--- src/rtl/nrzi_deserializer_if.sv ---
// rtl/nrzi_deserializer_if.sv - line-bit input and recovered-word output bundle for nrzi_deserializer
//
// Signals:
//   in_valid  line bit present this cycle (never back-pressured)
//   in_bit    sampled line level
//   out_valid out_data holds an unconsumed word
//   out_ready consumer accepts the word on out_valid && out_ready
//   out_data  recovered word, bit 0 is the first bit received
//   overrun   sticky: a completed word was dropped
//   stuff_err sticky: bit-stuffing rule violated
// Modports:
//   master  line sampler + word consumer side
//   slave   the deserializer
interface nrzi_deserializer_if #(
    parameter int WIDTH = 8
);
    logic             in_valid;
    logic             in_bit;
    logic             out_valid;
    logic             out_ready;
    logic [WIDTH-1:0] out_data;
    logic             overrun;
    logic             stuff_err;

    modport master (
        output in_valid,
        output in_bit,
        output out_ready,
        input  out_valid,
        input  out_data,
        input  overrun,
        input  stuff_err
    );

    modport slave (
        input  in_valid,
        input  in_bit,
        input  out_ready,
        output out_valid,
        output out_data,
        output overrun,
        output stuff_err
    );
endinterface

--- src/rtl/nrzi_deserializer.sv ---
// rtl/nrzi_deserializer.sv - NRZI line decoder and LSB-first word assembler
//
// Decodes one NRZI line bit per accepted cycle (unchanged level -> 1,
// transition -> 0), packs WIDTH decoded bits LSB-first and presents the word
// on a valid/ready output holding one word.
//
// Parameters:
//   WIDTH  recovered word width, 2..32
//   INIT   line level assumed before the first bit (only the LSB is kept)
// Ports:
//   clk    clock, rising edge
//   rst    synchronous active-high reset
//   bus    nrzi_deserializer_if.slave (in_valid/in_bit in, out_valid/
//          out_ready/out_data word handshake, sticky overrun/stuff_err)
// Build option:
//   NRZI_DESER_STUFF_EN  when defined, the bit after six consecutive decoded
//                        1s is discarded; a discarded 1 sets stuff_err.
module nrzi_deserializer #(
    parameter int         WIDTH = 8,
    parameter logic [0:0] INIT  = 1'b0
) (
    input  logic                clk,
    input  logic                rst,
    nrzi_deserializer_if.slave  bus
);
    localparam int CNT_W = $clog2(WIDTH);

`ifdef NRZI_DESER_STUFF_EN
    typedef enum logic [0:0] {SHIFT, STUFF} state_t;
`else
    typedef enum logic [0:0] {SHIFT} state_t;
`endif

    state_t             state_q, state_d;
    logic               prev_q, prev_d;
    logic [CNT_W-1:0]   cnt_q, cnt_d;
    logic [WIDTH-1:0]   sr_q, sr_d;
    logic               out_valid_q, out_valid_d;
    logic [WIDTH-1:0]   out_data_q, out_data_d;
    logic               overrun_q, overrun_d;
`ifdef NRZI_DESER_STUFF_EN
    logic [2:0]         ones_q, ones_d;
    logic               stuff_err_q, stuff_err_d;
`endif

    logic               dec;
    logic               keep;
    logic               complete;

    assign dec = ~(bus.in_bit ^ prev_q);

    always_ff @(posedge clk) begin
        if (rst) begin
            state_q     <= SHIFT;
            prev_q      <= INIT;
            cnt_q       <= '0;
            sr_q        <= '0;
            out_valid_q <= 1'b0;
            out_data_q  <= '0;
            overrun_q   <= 1'b0;
`ifdef NRZI_DESER_STUFF_EN
            ones_q      <= 3'd0;
            stuff_err_q <= 1'b0;
`endif
        end else begin
            state_q     <= state_d;
            prev_q      <= prev_d;
            cnt_q       <= cnt_d;
            sr_q        <= sr_d;
            out_valid_q <= out_valid_d;
            out_data_q  <= out_data_d;
            overrun_q   <= overrun_d;
`ifdef NRZI_DESER_STUFF_EN
            ones_q      <= ones_d;
            stuff_err_q <= stuff_err_d;
`endif
        end
    end

    always_comb begin
        state_d     = state_q;
        prev_d      = prev_q;
        cnt_d       = cnt_q;
        sr_d        = sr_q;
        out_valid_d = out_valid_q;
        out_data_d  = out_data_q;
        overrun_d   = overrun_q;
`ifdef NRZI_DESER_STUFF_EN
        ones_d      = ones_q;
        stuff_err_d = stuff_err_q;
`endif
        keep        = 1'b0;
        complete    = 1'b0;

        if (bus.in_valid) begin
            // The line level is tracked for every accepted bit, including a
            // discarded stuff bit, so the decode after it stays correct.
            prev_d = bus.in_bit;
            case (state_q)
                SHIFT: begin
                    keep = 1'b1;
`ifdef NRZI_DESER_STUFF_EN
                    if (dec) begin
                        ones_d = ones_q + 3'd1;
                        // This is the sixth 1 in a row: the next bit is stuffing.
                        if (ones_q == 3'd5) begin
                            state_d = STUFF;
                        end
                    end else begin
                        ones_d = 3'd0;
                    end
`endif
                end
`ifdef NRZI_DESER_STUFF_EN
                STUFF: begin
                    ones_d  = 3'd0;
                    state_d = SHIFT;
                    if (dec) begin
                        stuff_err_d = 1'b1;
                    end
                end
`endif
                default: state_d = SHIFT;
            endcase
        end

        if (keep) begin
            sr_d[cnt_q] = dec;
            complete    = (cnt_q == CNT_W'(WIDTH - 1));
            cnt_d       = complete ? '0 : cnt_q + CNT_W'(1);
        end

        if (complete) begin
            // A same-cycle consume frees the holding register for the new word.
            if (!out_valid_q || bus.out_ready) begin
                out_data_d  = sr_d;
                out_valid_d = 1'b1;
            end else begin
                overrun_d = 1'b1;
            end
        end else if (out_valid_q && bus.out_ready) begin
            out_valid_d = 1'b0;
        end
    end

    assign bus.out_valid = out_valid_q;
    assign bus.out_data  = out_data_q;
    assign bus.overrun   = overrun_q;
`ifdef NRZI_DESER_STUFF_EN
    assign bus.stuff_err = stuff_err_q;
`else
    assign bus.stuff_err = 1'b0;
`endif
endmodule
--- src/flat_wrapper.sv ---
// flat-port wrapper written by rule: the top's interface ports become plain ports
module nrzi_deserializer_flat 
#(
    parameter int         WIDTH = 8,
    parameter logic [0:0] INIT  = 1'b0
)
  (clk, rst, bus_in_valid, bus_in_bit, bus_out_ready, bus_out_valid, bus_out_data, bus_overrun, bus_stuff_err);
  nrzi_deserializer_if #(.WIDTH(WIDTH)) bus_i ();
  input  logic clk;
  input  logic rst;
  input wire logic [$bits(bus_i.in_valid)-1:0] bus_in_valid;
  input wire logic [$bits(bus_i.in_bit)-1:0] bus_in_bit;
  input wire logic [$bits(bus_i.out_ready)-1:0] bus_out_ready;
  output wire logic [$bits(bus_i.out_valid)-1:0] bus_out_valid;
  output wire logic [$bits(bus_i.out_data)-1:0] bus_out_data;
  output wire logic [$bits(bus_i.overrun)-1:0] bus_overrun;
  output wire logic [$bits(bus_i.stuff_err)-1:0] bus_stuff_err;
  assign bus_i.in_valid = bus_in_valid;
  assign bus_i.in_bit = bus_in_bit;
  assign bus_i.out_ready = bus_out_ready;
  assign bus_out_valid = bus_i.out_valid;
  assign bus_out_data = bus_i.out_data;
  assign bus_overrun = bus_i.overrun;
  assign bus_stuff_err = bus_i.stuff_err;
  nrzi_deserializer #(.WIDTH(WIDTH), .INIT(INIT)) u_core (.clk(clk), .rst(rst), .bus(bus_i));
endmodule
--- config.mk ---
export PLATFORM = sky130hd
export DESIGN_NAME = nrzi_deserializer_flat
export DESIGN_NICKNAME = d
export VERILOG_FILES = /design/src/rtl/nrzi_deserializer_if.sv /design/src/rtl/nrzi_deserializer.sv /design/src/flat_wrapper.sv
export SDC_FILE = /design/constraint.sdc
export NUM_CORES = 1
export LEC_CHECK = 0
export BUFFER_PORTS_ARGS = -buffer_cell sky130_fd_sc_hd__buf_2
export CORE_MARGIN = 3
export CORE_UTILIZATION = 40
export DETAILED_ROUTE_END_ITERATION = 10
export PLACE_DENSITY = 0.57
export SETUP_SLACK_MARGIN = 0.2
export SLEW_MARGIN = 20
export SYNTH_ARGS = -nofsm -noshare
export SYNTH_HDL_FRONTEND = slang
export SYNTH_SLANG_ARGS = --single-unit
--- constraint.sdc ---
create_clock -name clk -period 2.1 [get_ports clk]
set_input_delay 0.63 -clock clk [delete_from_list [all_inputs] [get_ports clk]]
set_output_delay 0.63 -clock clk [all_outputs]
set_load 0.02 [all_outputs]
**Word level (Yosys, flattened, before mapping)**

Cells that the tools add are included.
W data, S select, Z words.

- Add/subtract/negate cells: 1
- $mul: 0
- Divide/modulo/power cells: 0
- Magnitude comparators: 2
- Equal/unequal tests: 2
- Shift operators: 0
- Mux-type cells: 10
- Bitwise logic cells: 3
- Reductions and logical operators: 8

Operator list:

| cell | count |
|---|---|
| $bwmux W8 | 1 |
| $mux W8 | 1 |
| $mux W1 | 6 |
| $reduce_and A2 Y1 | 3 |
| $lt A3 B4 Y1 const B | 1 |
| $add A3 B1 Y3 const B | 1 |
| $demux W1 S3 | 1 |
| $eq A3 B3 Y1 const B | 1 |
| $ge A3 B1 Y1 const B | 1 |
| $mux W3 | 1 |
| $logic_and A1 B1 Y1 | 2 |
| $ne A2 B2 Y1 const B | 1 |
| $not A1 Y1 | 2 |
| $reduce_bool A2 Y1 | 1 |
| $logic_not A1 Y1 | 1 |
| $logic_or A1 B1 Y1 | 1 |
| $xor A1 B1 Y1 | 1 |

- Bits in registers: 22
- Latch bits: 0
- Bits in writable memories: 0
- Memory bits (read-only): 0
- Input bits: 5
- Output and inout port bits: 11
- Memories: 0

**Longest topological paths before layout**

- Depth after elaboration: 6
- Mapped depth: 7
- Mapped depth without buffers: 5

**Worst setup path after synthesis**

OpenSTA, ideal clock, no wires.

- Path type: register to register
- Start point: register u_core.cnt_q[1]
- End point: register u_core.out_data_q[3], in the netlist u_core.bus.out_data[3]
- Setup time: 0.079 ns
- Arrival time: 1.500 ns
- Path slack: 0.521 ns
- Cell stages (with the launch flop): 8
- Buffers on the path: 2
- Clock period less this slack: 1.579 ns
- Path through: dfxtp_1 -> ha_1 -> ha_1 -> and2_1 -> buf_6 -> and2_4 -> buf_6 -> a211oi_2

- Word-level cells in the longest chain between the ends: 6

Ends and longest elaborated chain:

| element | RTL line | text |
|---|---|---|
| start, declared | nrzi_deserializer.sv:36 | `logic [CNT_W-1:0] cnt_q, cnt_d;` |
| start signal, assigned | nrzi_deserializer.sv:68 | `cnt_q <= cnt_d;` |
| $lt A3 B4 Y1 (not written as such) or $ge A3 B1 Y1 (tied branches) | nrzi_deserializer.sv:128 | `sr_d[cnt_q] = dec;` |
| $logic_and A1 B1 Y1 (not written as such) | nrzi_deserializer.sv:128 |  |
| $mux W1 (not written as such) | nrzi_deserializer.sv:128 |  |
| $demux W1 S3 | -- |  |
| $bwmux W8 | nrzi_deserializer.sv:128 |  |
| $mux W8 | nrzi_deserializer.sv:127 | `if (keep) begin` |
| end signal, assigned | nrzi_deserializer.sv:71 | `out_data_q <= out_data_d;` |
| end, declared | nrzi_deserializer.sv:39 | `logic [WIDTH-1:0] out_data_q, out_data_d;` |

Several ways; a longest one is shown, not always the timed one.
A chain may end at the register's enable or synchronous reset.

**Worst setup path in the final report**

- Start point: register u_core.cnt_q[0]
- End point: register u_core.out_data_q[1], in the netlist u_core.bus.out_data[1]

Same word-level chain as after synthesis.

==> metrics <==
status=finished, final reports clean; fin nets=109; Placement Setup Slack=0.368 ns; most frequent cells in the layout=22 x dfxtp_1, 14 x buf_2, 13 x nor2_1, 11 x mux2i_1, 10 x a21oi_1; top cell type's share of synthesized area=0.443; CP Launch Type=flip-flop; Worst Setup End Kind=flip-flop; CP max stage cell=dfxtp_1; biggest area consumer among synthesized cells=dfxtp_1; # DRC=0; initial DRC count=6; WL/cell=13.2 um; HP Class=flip-flop to flip-flop; Peak Freq=0.571 GHz; RePlAce Congestion=0.729; final-report hold violation count=0; NetSw=168 uW; Ports=16; Vias/cell=5.23; Antenna diodes=0; total grt overflow=0; post-synthesis cell area=993 um2; RSZ-0062 raised after global routing=no; period utilization=0.833; number of port buffers=14; min Tclk post-route=around 1.7 ns; Final TNS setup=0 ns; VDD IR-drop max=0.000511 V; drt first pass iters=3; worst r2r dst=u_core.bus.out_data[1]$_SDFFE_PP0P_; commonest non-fill, non-tap cell in the layout=dfxtp_1; antenna violations before repair=0; post-CTS setup buffers=0; multiplexer share of the synthesized area=0.111; Combinational Power Share=0.070; CTS tree=built; GRT Total Usage=0.118; top cells by area, synth=dfxtp_1 44%, mux2i_1 11%, a21oi_1 5.0%; Clk Latency, worst-skew pair=0.30 ns; CTS resizes=0; post-synthesis xor/xnor area fraction=0.0277; Total Power=812 uW; HPWL reported at the end of detailed placement=1210 um; Hold Path Origin=u_core.sr_q[6]$_SDFF_PP0_; Syn. warnings=0; first-pass GRT wire length=between 2000 and 3000 um; CTS Buf Count=3; Hold Buf Count CTS=0; Req. time, crit path=2.28 ns; WL final=1700 um; area of the multi-input gates=roughly 480 um2; post-route ant nets=0; largest family of logic cells by synthesized area=simple AND/OR/NAND/NOR gates; most frequent CP cell=ha_1; Pint=644 uW; hold depth=2; Synth Instances=92; final setup vio count=0; power per cell area=751 nW/um2; clock buffer depth=2; worst reg2reg path depth=5; Layout Area Growth over Synthesis=8.94%; RR Startpoint=u_core.cnt_q[0]$_SDFFE_PP0P_; Layout Skew=around 0.0033 ns; Die Height=55.8 um; Die Wd=55.8 um; Post-Synth Adder-Cell Area=0.0252; largest net degree at the start of global routing=23; Syn Area/Cell=10.8 um2; CTS Sinks=22; clk root buf=clkbuf_4; register bit total from synthesis=22; Clock Power Share=0.392; post-route setup slack=approximately 0.35 ns; Simple-Gate Fraction of Synth Area=0.184; # Max-Cap Violations=0; Pins Over Slew Limit=0; WHS Endpoint=u_core.sr_q[6]$_SDFF_PP0_; Seq/Total Area, Yosys=0.443; kind of critical path=flip-flop to flip-flop; row count=17; Pleak=0.452 nW; worst endpoint data arrival time=1.93 ns; Initial Util=0.437; final-layout fill cell count=223; Reg area=440 um2; fin util=0.476; post-synth net total=slightly below 100; crit-path cells=ha_1, ha_1, and2_1, and2_4, a211oi_1; vias in the first global route=640; Reg2Reg Setup Slack=about 0.35 ns; via count=675; critical path peak fanout=11; sw frac=0.207; proportion of layout cells with a drive suffix above 1=0.267; Die Footprint=3120 um2; max incr delay on CP=roughly 0.56 ns; Worst-path clk slew=0.12 ns; Sequential Power Share=0.538; post-synth cell types=26; compound-cell area share of the yosys netlist=0.136; H-tree levels=1; Core ar.=2280 um2
==> cells in the mapped netlist (all sizes together) <==
cell and instances:
dfxtp 22, nor2 13, mux2i 11, a21oi 10
a211oi 8, buf 7, and4bb 3, nand4b 3
and2 2, clkbuf 2, ha 2, conb 1
nand2 1, nand2b 1, nand3b 1, nand4 1
nor4b 1, o21ba 1, or2b 1, xnor2 1
==> how the worst max path moves through the flow <==
| stage | slack, ns | endpoint | cells after the start | start |
|---|---|---|---|---|
| 2_1_floorplan | 0.52 | u_core.bus.out_data[3]$_SDFFE_PP0P_ | 7 | u_core.cnt_q[1]$_SDFFE_PP0P_ |
| 3_3_place_gp | 0.39 | u_core.bus.out_data[0]$_SDFFE_PP0P_ | 4 | bus_in_valid |
| 3_5_place_dp | 0.37 | u_core.bus.out_data[1]$_SDFFE_PP0P_ | 5 | u_core.cnt_q[1]$_SDFFE_PP0P_ |
| 4_1_cts | 0.35 | u_core.bus.out_data[1]$_SDFFE_PP0P_ | 5 | u_core.cnt_q[0]$_SDFFE_PP0P_ |
| 5_1_grt | 0.21 | u_core.bus.out_data[7]$_SDFFE_PP0P_ | 5 | u_core.cnt_q[0]$_SDFFE_PP0P_ |
| 6_report | 0.35 | u_core.bus.out_data[1]$_SDFFE_PP0P_ | 5 | u_core.cnt_q[0]$_SDFFE_PP0P_ |
==> critical path: cells and delay by family (launching register included) <==
| kind | cells | cell delay [ns] |
|---|---|---|
| AO/OA/AOI/OAI | 1 | 0.08 |
| AND/OR/NAND/NOR | 2 | 0.59 |
| adder cells (fa/ha/maj) | 2 | 0.40 |
| flip-flops | 1 | 0.56 |
==> flip-flops by register name (all words and copies together) (netlist names) <==
register	cells
u_core.prev_q	1
u_core.bus.out_data	8
u_core.bus.overrun	1
u_core.cnt_q	3
u_core.sr_q	8
u_core.bus.out_valid	1
==> power groups by stage <==
stage	Sequential [mW]	Combinational, mW	Clock [mW]
2_1_floorplan	0.441	0.0534	0
3_3_place_gp	0.446	0.0574	0
3_5_place_dp	0.447	0.0577	0
4_1_cts	0.437	0.0577	0.331
5_1_grt	0.439	0.0635	0.347
6_report	0.437	0.0567	0.318
==> per-layer routing <==
layer,part of all wire,up-vias,GRT usage
li1,-,344,-
met1,0.48,313,0.156
met2,0.45,14,0.177
met3,0.050,4,0.0510
met4,0.019,0,0.0305
met5,0,-,0
==> per-stage QoR <==
step                instance area, um2  cells  hold slack (ns)
finish                            1080    129            0.514
global route                      1080    129            0.544
CTS                               1080    129            0.520
detailed placement                1030    125            0.490
global placement                  1030    125            0.478
floorplan                          993     92            0.456
==> logic make-up (layout without fill, tap and decap cells) <==
family / count (synthesis) / after routing
AOI/OAI and AO/OA: 19 / 19
xor gates and xnor gates: 1 / 1
adders and majority gates: 2 / 2
buffers and inverters: 9 / 18
DFF: 22 / 22
muxes: 11 / 11
other: 1 / 1
and+or+nand+nor: 27 / 27
==> layout make-up <==
class | count | share of cell area
clock inverter | 1 | 0.0277
sequential | 22 | 0.407
timing repair buffer | 14 | 0.0647
multi-input combinational | 61 | 0.447
clock buffer | 3 | 0.0208
tap | 28 | 0.0324
Note: power is estimated with default switching activity, not from simulation.
